## src/rtl/shift_pkg.sv

```systemverilog
// Shared types and constants for the shift sequencer and its funnel shifter.
// The mode encoding is the shifter's native 3-bit code: bit 2 selects left and bits [1:0] select the kind of shift.
package shift_pkg;

  typedef enum logic [2:0] {
    MODE_NOP     = 3'b000,
    MODE_LSR     = 3'b001,
    MODE_ASR     = 3'b010,
    MODE_ROR     = 3'b011,
    MODE_NOP_ALT = 3'b100,
    MODE_LSL     = 3'b101,
    MODE_ASL     = 3'b110,
    MODE_ROL     = 3'b111
  } shift_mode_t;

  typedef enum logic [1:0] {
    IDLE = 2'd0,
    PASS = 2'd1,
    DONE = 2'd2
  } seq_state_t;

  localparam int DATA_W     = 16;
  localparam int MAX_PASS_N = 15;
  localparam int FULL_SHIFT = 16;

  function automatic logic is_rotate(input shift_mode_t mode);
    return (mode == MODE_ROR) || (mode == MODE_ROL);
  endfunction

  function automatic logic is_nop(input shift_mode_t mode);
    return (mode == MODE_NOP) || (mode == MODE_NOP_ALT);
  endfunction

endpackage

```

## src/rtl/shift_sequencer_if.sv

```systemverilog
// Op request and result channels of the shift sequencer.
// Both channels use valid/ready: a transfer happens on a rising clk edge where valid and ready are both 1.
// The source holds its payload stable while valid=1 and ready=0. valid never depends on ready.
interface shift_sequencer_if #(
  parameter int AMT_W = 8
) ();

  logic             in_valid;
  logic             in_ready;
  logic [15:0]      in_data;
  logic [2:0]       in_mode;
  logic [AMT_W-1:0] in_amount;
  logic             out_valid;
  logic             out_ready;
  logic [15:0]      out_data;
  logic             out_z;
  logic             out_n;
  logic             out_c;

  modport master (
    output in_valid, in_data, in_mode, in_amount, out_ready,
    input  in_ready, out_valid, out_data, out_z, out_n, out_c
  );

  modport slave (
    input  in_valid, in_data, in_mode, in_amount, out_ready,
    output in_ready, out_valid, out_data, out_z, out_n, out_c
  );

endinterface

```

## src/rtl/shifter.sv

```systemverilog
// 16-bit combinational funnel shifter.
// Right modes shift {fill, data} right by n. Left modes shift {data, fill} right by 16-n, which is the same as shifting left by n.
module shifter
  import shift_pkg::*;
(
  input  logic [15:0] i_data,
  input  shift_mode_t i_mode,
  input  logic [3:0]  i_n,
  output logic [15:0] o_data
);

  logic [15:0] w_fill;
  logic [4:0]  w_left_sh;

  assign w_left_sh = 5'(FULL_SHIFT) - {1'b0, i_n};

  always_comb begin
    w_fill = '0;
    o_data = i_data;
    case (i_mode)
      MODE_LSR: begin
        w_fill = '0;
        o_data = 16'({w_fill, i_data} >> i_n);
      end
      MODE_ASR: begin
        w_fill = {16{i_data[15]}};
        o_data = 16'({w_fill, i_data} >> i_n);
      end
      MODE_ROR: begin
        w_fill = i_data;
        o_data = 16'({w_fill, i_data} >> i_n);
      end
      MODE_LSL, MODE_ASL: begin
        w_fill = '0;
        o_data = 16'({i_data, w_fill} >> w_left_sh);
      end
      MODE_ROL: begin
        w_fill = i_data;
        o_data = 16'({i_data, w_fill} >> w_left_sh);
      end
      default: begin
        w_fill = '0;
        o_data = i_data;
      end
    endcase
  end

endmodule

```

## src/rtl/shift_sequencer.sv

```systemverilog
// Execute-stage front end for the funnel shifter. It accepts one shift op, splits the amount into passes of at most 15 positions, and returns the result with Z/N/C flags.
module shift_sequencer
  import shift_pkg::*;
#(
  parameter int AMT_W = 8
) (
  input  logic             clk,
  input  logic             rst_n,
  shift_sequencer_if.slave bus,
  output seq_state_t       o_dbg_state
);

  seq_state_t  r_state;
  seq_state_t  w_state_next;

  logic [15:0] r_acc;
  shift_mode_t r_mode;
  logic [4:0]  r_rem;

  logic [15:0] r_out_data;
  logic        r_out_z;
  logic        r_out_n;
  logic        r_out_c;

  shift_mode_t w_mode_in;
  logic [4:0]  w_eff;
  logic [3:0]  w_pass_n;
  logic [3:0]  w_lsl_idx;
  logic [3:0]  w_lsr_idx;
  logic [15:0] w_shift_out;
  logic        w_pass_c;
  logic        w_accept;
  logic        w_last_pass;
  logic        w_load_out;
  logic [15:0] w_final_data;
  logic        w_final_c;

  // Arithmetic left is issued as logical left, so the shifter's 110 path stays unused.
  always_comb begin
    w_mode_in = shift_mode_t'(bus.in_mode);
    if (w_mode_in == MODE_ASL) begin
      w_mode_in = MODE_LSL;
    end
  end

  always_comb begin
    w_eff = '0;
    if (is_nop(w_mode_in)) begin
      w_eff = '0;
    end else if (is_rotate(w_mode_in)) begin
      w_eff = {1'b0, bus.in_amount[3:0]};
    end else if (bus.in_amount > AMT_W'(FULL_SHIFT)) begin
      w_eff = 5'(FULL_SHIFT);
    end else begin
      w_eff = 5'(bus.in_amount);
    end
  end

  assign w_pass_n    = (r_rem > 5'(MAX_PASS_N)) ? 4'(MAX_PASS_N) : r_rem[3:0];
  assign w_last_pass = (r_rem == {1'b0, w_pass_n});
  assign w_lsr_idx   = w_pass_n - 4'd1;
  assign w_lsl_idx   = 4'(5'(FULL_SHIFT) - {1'b0, w_pass_n});

  shifter u_shifter (
    .i_data (r_acc),
    .i_mode (r_mode),
    .i_n    (w_pass_n),
    .o_data (w_shift_out)
  );

  // Carry is the last bit to leave the word in this pass.
  always_comb begin
    w_pass_c = 1'b0;
    case (r_mode)
      MODE_LSR, MODE_ASR: w_pass_c = r_acc[w_lsr_idx];
      MODE_LSL:           w_pass_c = r_acc[w_lsl_idx];
      MODE_ROR:           w_pass_c = w_shift_out[15];
      MODE_ROL:           w_pass_c = w_shift_out[0];
      default:            w_pass_c = 1'b0;
    endcase
  end

  always_ff @(posedge clk) begin
    if (!rst_n) begin
      r_state <= IDLE;
    end else begin
      r_state <= w_state_next;
    end
  end

  always_comb begin
    w_state_next  = r_state;
    w_accept      = 1'b0;
    bus.in_ready  = 1'b0;
    bus.out_valid = 1'b0;
    case (r_state)
      IDLE: begin
        bus.in_ready = 1'b1;
        if (bus.in_valid) begin
          w_accept     = 1'b1;
          w_state_next = (w_eff == 5'd0) ? DONE : PASS;
        end
      end
      PASS: begin
        if (w_last_pass) begin
          w_state_next = DONE;
        end
      end
      DONE: begin
        bus.out_valid = 1'b1;
        if (bus.out_ready) begin
          w_state_next = IDLE;
        end
      end
      default: w_state_next = IDLE;
    endcase
  end

  // The result register loads only on the way into DONE, so it holds still under backpressure.
  assign w_load_out   = (w_state_next == DONE) && (r_state != DONE);
  assign w_final_data = (r_state == IDLE) ? bus.in_data : w_shift_out;
  assign w_final_c    = (r_state == IDLE) ? 1'b0 : w_pass_c;

  always_ff @(posedge clk) begin
    if (!rst_n) begin
      r_acc      <= '0;
      r_mode     <= MODE_NOP;
      r_rem      <= '0;
      r_out_data <= '0;
      r_out_z    <= 1'b0;
      r_out_n    <= 1'b0;
      r_out_c    <= 1'b0;
    end else begin
      if (w_accept) begin
        r_acc  <= bus.in_data;
        r_mode <= w_mode_in;
        r_rem  <= w_eff;
      end else if (r_state == PASS) begin
        r_acc <= w_shift_out;
        r_rem <= r_rem - {1'b0, w_pass_n};
      end
      if (w_load_out) begin
        r_out_data <= w_final_data;
        r_out_z    <= (w_final_data == 16'h0000);
        r_out_n    <= w_final_data[15];
        r_out_c    <= w_final_c;
      end
    end
  end

  assign bus.out_data = r_out_data;
  assign bus.out_z    = r_out_z;
  assign bus.out_n    = r_out_n;
  assign bus.out_c    = r_out_c;
  assign o_dbg_state  = r_state;

endmodule

```

## src/flat_wrapper.sv

```systemverilog
// flat-port wrapper written by rule: the top's interface ports become plain ports
module shift_sequencer_flat import shift_pkg::*;
#(
  parameter int AMT_W = 8
)
  (clk, rst_n, o_dbg_state, bus_in_valid, bus_in_data, bus_in_mode, bus_in_amount, bus_out_ready, bus_in_ready, bus_out_valid, bus_out_data, bus_out_z, bus_out_n, bus_out_c);
  shift_sequencer_if #(.AMT_W(AMT_W)) bus_i ();
  input  logic clk;
  input  logic rst_n;
  output seq_state_t o_dbg_state;
  input wire logic [$bits(bus_i.in_valid)-1:0] bus_in_valid;
  input wire logic [$bits(bus_i.in_data)-1:0] bus_in_data;
  input wire logic [$bits(bus_i.in_mode)-1:0] bus_in_mode;
  input wire logic [$bits(bus_i.in_amount)-1:0] bus_in_amount;
  input wire logic [$bits(bus_i.out_ready)-1:0] bus_out_ready;
  output wire logic [$bits(bus_i.in_ready)-1:0] bus_in_ready;
  output wire logic [$bits(bus_i.out_valid)-1:0] bus_out_valid;
  output wire logic [$bits(bus_i.out_data)-1:0] bus_out_data;
  output wire logic [$bits(bus_i.out_z)-1:0] bus_out_z;
  output wire logic [$bits(bus_i.out_n)-1:0] bus_out_n;
  output wire logic [$bits(bus_i.out_c)-1:0] bus_out_c;
  assign bus_i.in_valid = bus_in_valid;
  assign bus_i.in_data = bus_in_data;
  assign bus_i.in_mode = bus_in_mode;
  assign bus_i.in_amount = bus_in_amount;
  assign bus_i.out_ready = bus_out_ready;
  assign bus_in_ready = bus_i.in_ready;
  assign bus_out_valid = bus_i.out_valid;
  assign bus_out_data = bus_i.out_data;
  assign bus_out_z = bus_i.out_z;
  assign bus_out_n = bus_i.out_n;
  assign bus_out_c = bus_i.out_c;
  shift_sequencer #(.AMT_W(AMT_W)) u_core (.clk(clk), .rst_n(rst_n), .bus(bus_i), .o_dbg_state(o_dbg_state));
endmodule
```

## config.mk

```make
export PLATFORM = sky130hd
export DESIGN_NAME = shift_sequencer_flat
export DESIGN_NICKNAME = d
export VERILOG_FILES = /design/src/rtl/shift_pkg.sv /design/src/rtl/shift_sequencer_if.sv /design/src/rtl/shifter.sv /design/src/rtl/shift_sequencer.sv /design/src/flat_wrapper.sv
export SDC_FILE = /design/constraint.sdc
export NUM_CORES = 1
export LEC_CHECK = 0
export CORE_ASPECT_RATIO = 2
export CORE_MARGIN = 2
export CORE_UTILIZATION = 28
export DETAILED_ROUTE_END_ITERATION = 10
export GPL_ROUTABILITY_DRIVEN = 1
export GPL_TIMING_DRIVEN = 0
export PLACE_DENSITY = 0.44
export SLEW_MARGIN = 25
export SYNTH_ARGS = -nofsm -noshare
export SYNTH_HDL_FRONTEND = slang
export SYNTH_HIERARCHICAL = 1
export SYNTH_SLANG_ARGS = --single-unit
export TNS_END_PERCENT = 10
```

## constraint.sdc

```tcl
create_clock -name clk -period 5.6 [get_ports clk]
set_input_delay 1.12 -clock clk [delete_from_list [all_inputs] [get_ports clk]]
set_output_delay 1.12 -clock clk [all_outputs]
set_load 0.05 [all_outputs]
```

=== Word level (Yosys, flattened, before mapping) ===
Cells that the tools add are included.

* Add/subtract/negate cells: 3
* Order comparisons: 4
* Eq/ne operators: 15
* Shift-type cells: 5
* Muxes and demuxes: 26
* Reductions and logical operators: 10

{| class="wikitable"
|+ Operator list
! operator !! number
|-
| 16-bit case mux with 5 select lines || 1
|-
| 32-bit by 4-bit right shift with 16-bit output || 2
|-
| 32-bit by 5-bit right shift with 16-bit output || 2
|-
| 16-bit 2-to-1 mux || 3
|-
| 5-bit 2-to-1 mux || 5
|-
| 3-bit equality test (second input constant) || 6
|-
| 16-bit logical NOT || 1
|-
| 16-bit by 4-bit right shift with 16-bit output || 1
|-
| 4-bit by 5-bit less-than comparator with 1-bit output (second input constant) || 2
|-
| 3-bit by 2-bit equality test with 1-bit output (second input constant) || 3
|-
| 1-bit binary-select mux with 4-bit select || 2
|-
| 8-bit by 5-bit greater-than comparator with 1-bit output (second input constant) || 1
|-
| 2-bit 2-to-1 mux || 4
|-
| 1-bit 2-to-1 mux || 7
|-
| 2-bit case mux with 3 select lines || 1
|-
| 5-bit by 4-bit equality test with 1-bit output || 1
|-
| 5-bit by 4-bit greater-than comparator with 1-bit output (second input constant) || 1
|-
| 5-bit logical NOT || 1
|-
| 5-bit by 4-bit subtractor with 5-bit output || 1
|-
| 5-bit by 4-bit subtractor with 5-bit output (first input constant) || 1
|-
| 2-bit equality test (second input constant) || 2
|-
| 4-bit 2-to-1 mux || 1
|-
| 1-bit case mux with 4 select lines || 1
|-
| 2-bit OR reduction || 2
|-
| 10 further kinds || 11
|}

* Register bits: 45
* Input port bits: 31
* Output and inout port bits: 23
* Word-level logic and storage cells: 71

=== Depth between registers and ports, before layout ===
* Depth after elaboration: 12
* Depth in mapped cells: 20
* Depth with buffers taken out: 15

=== Modules after synthesis ===
Netlist, hierarchy kept.

{| class="wikitable"
|+ Modules (own cells, without submodules)
! module !! instances !! cells each !! area an instance (µm²)
|-
| shifter || 1 || 406 || 3363.2
|-
| shift_sequencer || 1 || 299 || 2583.7
|}

=== Worst setup path after synthesis ===
OpenSTA, ideal clock, no wires.

* Kind: reg-to-reg
* Start: reg u_core.r_rem[4]
* End: reg u_core.r_out_z, in the netlist u_core/bus.out_z
* Setup time: 59 ps
* Arrival time: 3923 ps
* Path slack: 1618 ps
* Cell stages (with the launch flop): 19
* Buffers on the path: 4
* Cells stage by stage: dfxtp_1 -> clkbuf_1 -> nor2_1 -> inv_1 -> buf_6 -> buf_6 -> clkinv_1 -> ha_1 -> buf_6 -> and4_4 -> a21o_1 -> mux4_2 -> a211oi_2 -> a2111oi_1 -> a221o_1 -> nor4_1 -> nand4_1 -> o211ai_1 -> o211a_1

* Longest elaborated chain between the ends: 7

{| class="wikitable"
|+ RTL lines
! what !! RTL line !! source
|-
| start: declaration || shift_sequencer.sv:18 || <nowiki>logic [4:0] r_rem;</nowiki>
|-
| start signal: assignment || shift_sequencer.sv:137 || <nowiki>r_rem <= w_eff;</nowiki>
|-
| start signal: assignment || shift_sequencer.sv:140 || <nowiki>r_rem <= r_rem - {1'b0, w_pass_n};</nowiki>
|-
| 5-bit by 4-bit greater-than comparator with 1-bit output * || shift_sequencer.sv:59 || <nowiki>assign w_pass_n = (r_rem > 5'(MAX_PASS_N)) ? 4'(MAX_PASS_N) : r_rem[3:0];</nowiki>
|-
| 4-bit 2-to-1 mux * || shift_sequencer.sv:59 ||
|-
| named net u_core.w_pass_n[1] || shift_sequencer.sv:27 || <nowiki>logic [3:0] w_pass_n;</nowiki>
|-
| 5-bit by 4-bit subtractor with 5-bit output || - ||
|-
| 32-bit by 5-bit right shift with 16-bit output, on equally long branches || shifter.sv:39, shifter.sv:35 ||
|-
| 16-bit case mux with 5 select lines * || shifter.sv:20 || <nowiki>case (i_mode)</nowiki>
|-
| named net u_core.w_shift_out[13] || shift_sequencer.sv:30 || <nowiki>logic [15:0] w_shift_out;</nowiki>
|-
| 16-bit 2-to-1 mux * || shift_sequencer.sv:121 || <nowiki>assign w_final_data = (r_state == IDLE) ? bus.in_data : w_shift_out;</nowiki>
|-
| 16-bit logical NOT * || shift_sequencer.sv:144 || <nowiki>r_out_z <= (w_final_data == 16'h0000);</nowiki>
|-
| end signal: assignment || shift_sequencer.sv:144 ||
|-
| end: declaration || shift_sequencer.sv:21 || <nowiki>logic r_out_z;</nowiki>
|}

The timed path passes the listed nets; every way through them passes the cells marked *.
A chain may end at the register's enable or synchronous reset.

=== Worst setup path after layout ===
Ends and elaborated chain as after synthesis.

==> impl_metrics.py <==
metrics = {
    "sta": {
        "rsz0062_at_grt": "no",
        "setup_violations": 0,
        "slew_headroom_pct": 30.29,
        "fin_worst_skew_ns": 0.003924,
        "finalHoldViolCount": 0,
        "finalSetupTns_ns": 0,
        "period_minus_slack_ns": 5.297,
        "fmax_mhz": 188.8,
        "drv_slew": 0,
        "fin_crit_sh_pct": 94.60,
        "worstMarginPinSlew_ns": 1.031,
        "fin_ws_ns": 0.3026,
    },
    "finish": {
        "area_growth_pct": 17.88,
        "final_cells": 1036,
        "final_nets": 802,
        "num_antenna_cells": 0,
        "final_layout_size_suffix_gt1_share_pct": 16.43,
        "fillers": 2192,
    },
    "synth": {
        "yosys.area.top_type": "dfxtp_1",
        "ys_seq_elements": 44,
        "ys_types": 85,
        "syn-num-nets": 741,
        "synth_area_um2": 5947,
        "syn_inst": 705,
        "synth_most_common_cell": "nand2_1",
        "synth.area.top_cells": "dfxtp_1, mux4_2, mux2i_1, nand2_1, o21ai_0",
        "synth_edf_count": 0,
        "synthArstFlopShare_pct": 0,
        "netlist_top_cells_count": "nand2_1, dfxtp_1, o21ai_0",
        "yosysWarnings": 6,
        "synth_top_cell_area_share_pct": 14.81,
        "syn-mean-instance-area_um2": 8.435,
        "ys_seq_area_share_pct": 14.81,
        "synthFlopType": "dfxtp_1",
    },
    "setup_path": {
        "regToRegStartpoint": "u_core/r_rem[4]$_SDFFE_PN0P_",
        "endpoint_kind": "flop",
        "path_cells": "clkbuf_1 > nor2_1 > inv_1 > buf_6 > buf_6 > clkinvlp_4 > ha_1 > buf_6 > buf_2 > buf_2 > nand3b_1 > o21ai_0 > mux2i_1 > o21ai_0 > a211oi_1 > o21ai_0 > nor4_1 > nand4_1 > o211ai_1 > o211a_1",
        "start_kind": "flop",
        "worstPathRequired_ns": 5.84,
        "r2r_setup_slack_ns": 0.30,
        "worstPathArrival_ns": 5.54,
        "rr_endpoint": "u_core/bus.out_z$_SDFFE_PN0P_",
        "max_stage_delay_ns": 0.46,
        "cpMaxStageDelayCell": "a211oi_1",
        "worst_r2r_path_depth": 20,
        "critPathMaxFanout": 10,
        "critPathKind": "reg -> reg",
    },
    "power": {
        "p_switching_uw": 1021,
        "combPwrFrac_pct": 64.2,
        "switching_share_pct": 49.44,
        "leakagePower_uw": 0.002632,
        "internal_power_uw": 1045,
        "ir_drop_mv": 0.2882,
        "p_per_area_nw_per_um2": 294.7,
        "pwr-share-clk_pct": 16.4,
        "sequentialPowerShare_pct": 19.4,
    },
    "global_route": {
        "grt_overflow": 0,
        "grt_pass1_vias": 6828,
        "antenna_found_initial": 0,
        "grt_use_total_pct": 26.53,
        "grt_pass1_wl_um": 43920,
        "grt_max_degree": 14,
    },
    "die": {
        "initial_utilization_pct": 28.42,
        "io_pins": 54,
        "die-area_um2": 22490,
        "die_h_um": 210.1,
        "coreArea_um2": 20930,
        "row_count": 75,
        "die_w_um": 107.1,
    },
    "clocking": {
        "cts_sinks": 44,
        "hold_buffers": 0,
        "cts-htree-levels": 2,
        "clk_pin_slew_ns": 0.06,
        "cts-root-buf": "clkbuf_16",
        "cts_max_path_buffers": 2,
        "cts_tree": "yes",
        "numCtsBuffers": 5,
        "clk_latency_ns": 0.30,
    },
    "place": {
        "dp_hpwl_um": 24130,
        "io_buffers": 52,
        "pre_cts_slack_ns": 0.07296,
        "dp.cells": 1026,
        "gp_congestion": 1.007,
    },
    "run": {
        "maxCapViolCount": 0,
    },
    "worst_hold_path": {
        "hold_class": "reg -> reg",
        "hold_depth": 2,
        "min_to": "u_core/r_acc[1]$_SDFFE_PN0P_",
        "hold_path.startpoint": "u_core/r_acc[1]$_SDFFE_PN0P_",
    },
    "detailed_routing": {
        "drt-vias-per-instance": 6.327,
        "dr.pass1.iters": 7,
        "ant_nets": 0,
        "drtIter0Drc": 447,
        "wl_per_cell_um": 28.82,
        "vias": 6555,
        "remaining_drc_errors": 0,
        "finalWirelength_um": 29860,
    },
    "outcome": {
        "status": "complete, no violations",
    },
}
worst max-delay path by stage:
stage | from | end
2_1_floorplan | u_core/r_rem[4]$_SDFFE_PN0P_ | u_core/bus.out_z$_SDFFE_PN0P_
3_3_place_gp | u_core/r_rem[4]$_SDFFE_PN0P_ | u_core/bus.out_z$_SDFFE_PN0P_
3_5_place_dp | u_core/r_rem[4]$_SDFFE_PN0P_ | u_core/bus.out_z$_SDFFE_PN0P_
4_1_cts | u_core/r_rem[4]$_SDFFE_PN0P_ | u_core/bus.out_z$_SDFFE_PN0P_
5_1_grt | u_core/r_rem[4]$_SDFFE_PN0P_ | u_core/bus.out_z$_SDFFE_PN0P_
6_report | u_core/r_rem[4]$_SDFFE_PN0P_ | u_core/bus.out_z$_SDFFE_PN0P_
layer usage:
| layer | routed length [um] | vias up | part of all wire [%] | GRT usage [%] |
|---|---|---|---|---|
| met4 | 3263 | 0 | 11 | 23.82 |
| met3 | 1462 | 168 | 4.9 | 3.340 |
| met2 | 16330 | 352 | 55 | 51.20 |
| met5 | 0 | - | 0 | 0 |
| met1 | 8799 | 3172 | 29 | 22.62 |
| li1 | - | 2863 | - | - |
flip-flops by register name, indices dropped and copies added (netlist names):
name,count
u_core/bus.out_data,16
u_core/r_acc,16
u_core/r_rem,5
u_core/r_mode,3
u_core/o_dbg_state,2
u_core/bus.out_c,1
u_core/bus.out_z,1
critical path: cells and delay by family, from the launching register on:
kind | cells | cell delay (ns)
muxes | 1 | 0.24
AOI/OAI and AO/OA | 6 | 1.40
and+or+nand+nor | 4 | 0.75
DFF | 1 | 0.44
buffers and inverters | 8 | 2.03
adders and majority gates | 1 | 0.38
area by class of cell:
class / count / area, um2 / area share (%)
multi-input cells: 578 / 4632 / 66.07
flip-flops and latches: 44 / 880.8 / 12.56
repair buffers: 54 / 548.0 / 7.817
plain buffers: 73 / 407.9 / 5.818
well taps: 269 / 336.6 / 4.801
clock buffers: 6 / 128.9 / 1.838
inverters: 10 / 41.29 / 0.5890
clock inverters: 2 / 35.03 / 0.4997
placed cells by master (no fill, tap or decap), drive strengths merged, types with 10 or more instances in the layout:
| cell | netlist | routed |
|---|---|---|
| dfxtp | 44 | 44 |
| nor3 | 11 | 11 |
| clkbuf | 38 | 44 |
| buf | 35 | 37 |
| a211oi | 11 | 11 |
| nand3 | 32 | 32 |
| a22oi | 18 | 18 |
| mux2 | 19 | 19 |
| nor2b | 16 | 16 |
| a21boi | 20 | 20 |
| o211a | 19 | 19 |
| a21oi | 26 | 26 |
| nor2 | 36 | 36 |
| o22ai | 13 | 13 |
| o21ai | 49 | 49 |
| mux2i | 43 | 43 |
| xnor2 | 10 | 10 |
| clkdlybuf4s50 | 0 | 52 |
| nand2 | 80 | 80 |
| mux4 | 38 | 38 |
per-stage QoR:
| stage | instance area, um2 | power, uW | utilization (%) | hold slack, ns |
|---|---|---|---|---|
| floorplan | 5947 | 1256 | - | 0.4623 |
| global placement | 6804 | 1683 | 32.51 | 0.4863 |
| detailed placement | 6810 | 1689 | 32.54 | 0.4872 |
| CTS | 6974 | 2036 | 33.33 | 0.4983 |
| global route | 7010 | 2146 | 33.50 | 0.5309 |
| finish | 7010 | 2066 | 33.50 | 0.4973 |
power groups by stage:
stage / registers (uW) / clock network [uW] / logic [uW]
6_report: 401 / 339 / 1330
5_1_grt: 405 / 355 / 1390
4_1_cts: 399 / 349 / 1290
3_5_place_dp: 406 / 0 / 1280
3_3_place_gp: 404 / 0 / 1280
2_1_floorplan: 447 / 0 / 809
timing repair:
item                       in CTS  in global routing
resized for setup               0                  2
setup buffers                   0                  2
setup endpoints to repair       0                  1
cell families (layout without fill, tap and decap cells):
kind of cell,Yosys count,after routing,share of synthesized area (%)
flip-flops,44,44,14.81
multiplexers,100,100,25.54
adder cells (fa/ha/maj),5,5,1.052
AND/OR/NAND/NOR,230,230,20.22
buffers and inverters,83,145,7.490
AO/OA/AOI/OAI,231,231,28.11
XOR/XNOR,12,12,2.777
No activity file was read; power rests on OpenSTA's default activity.
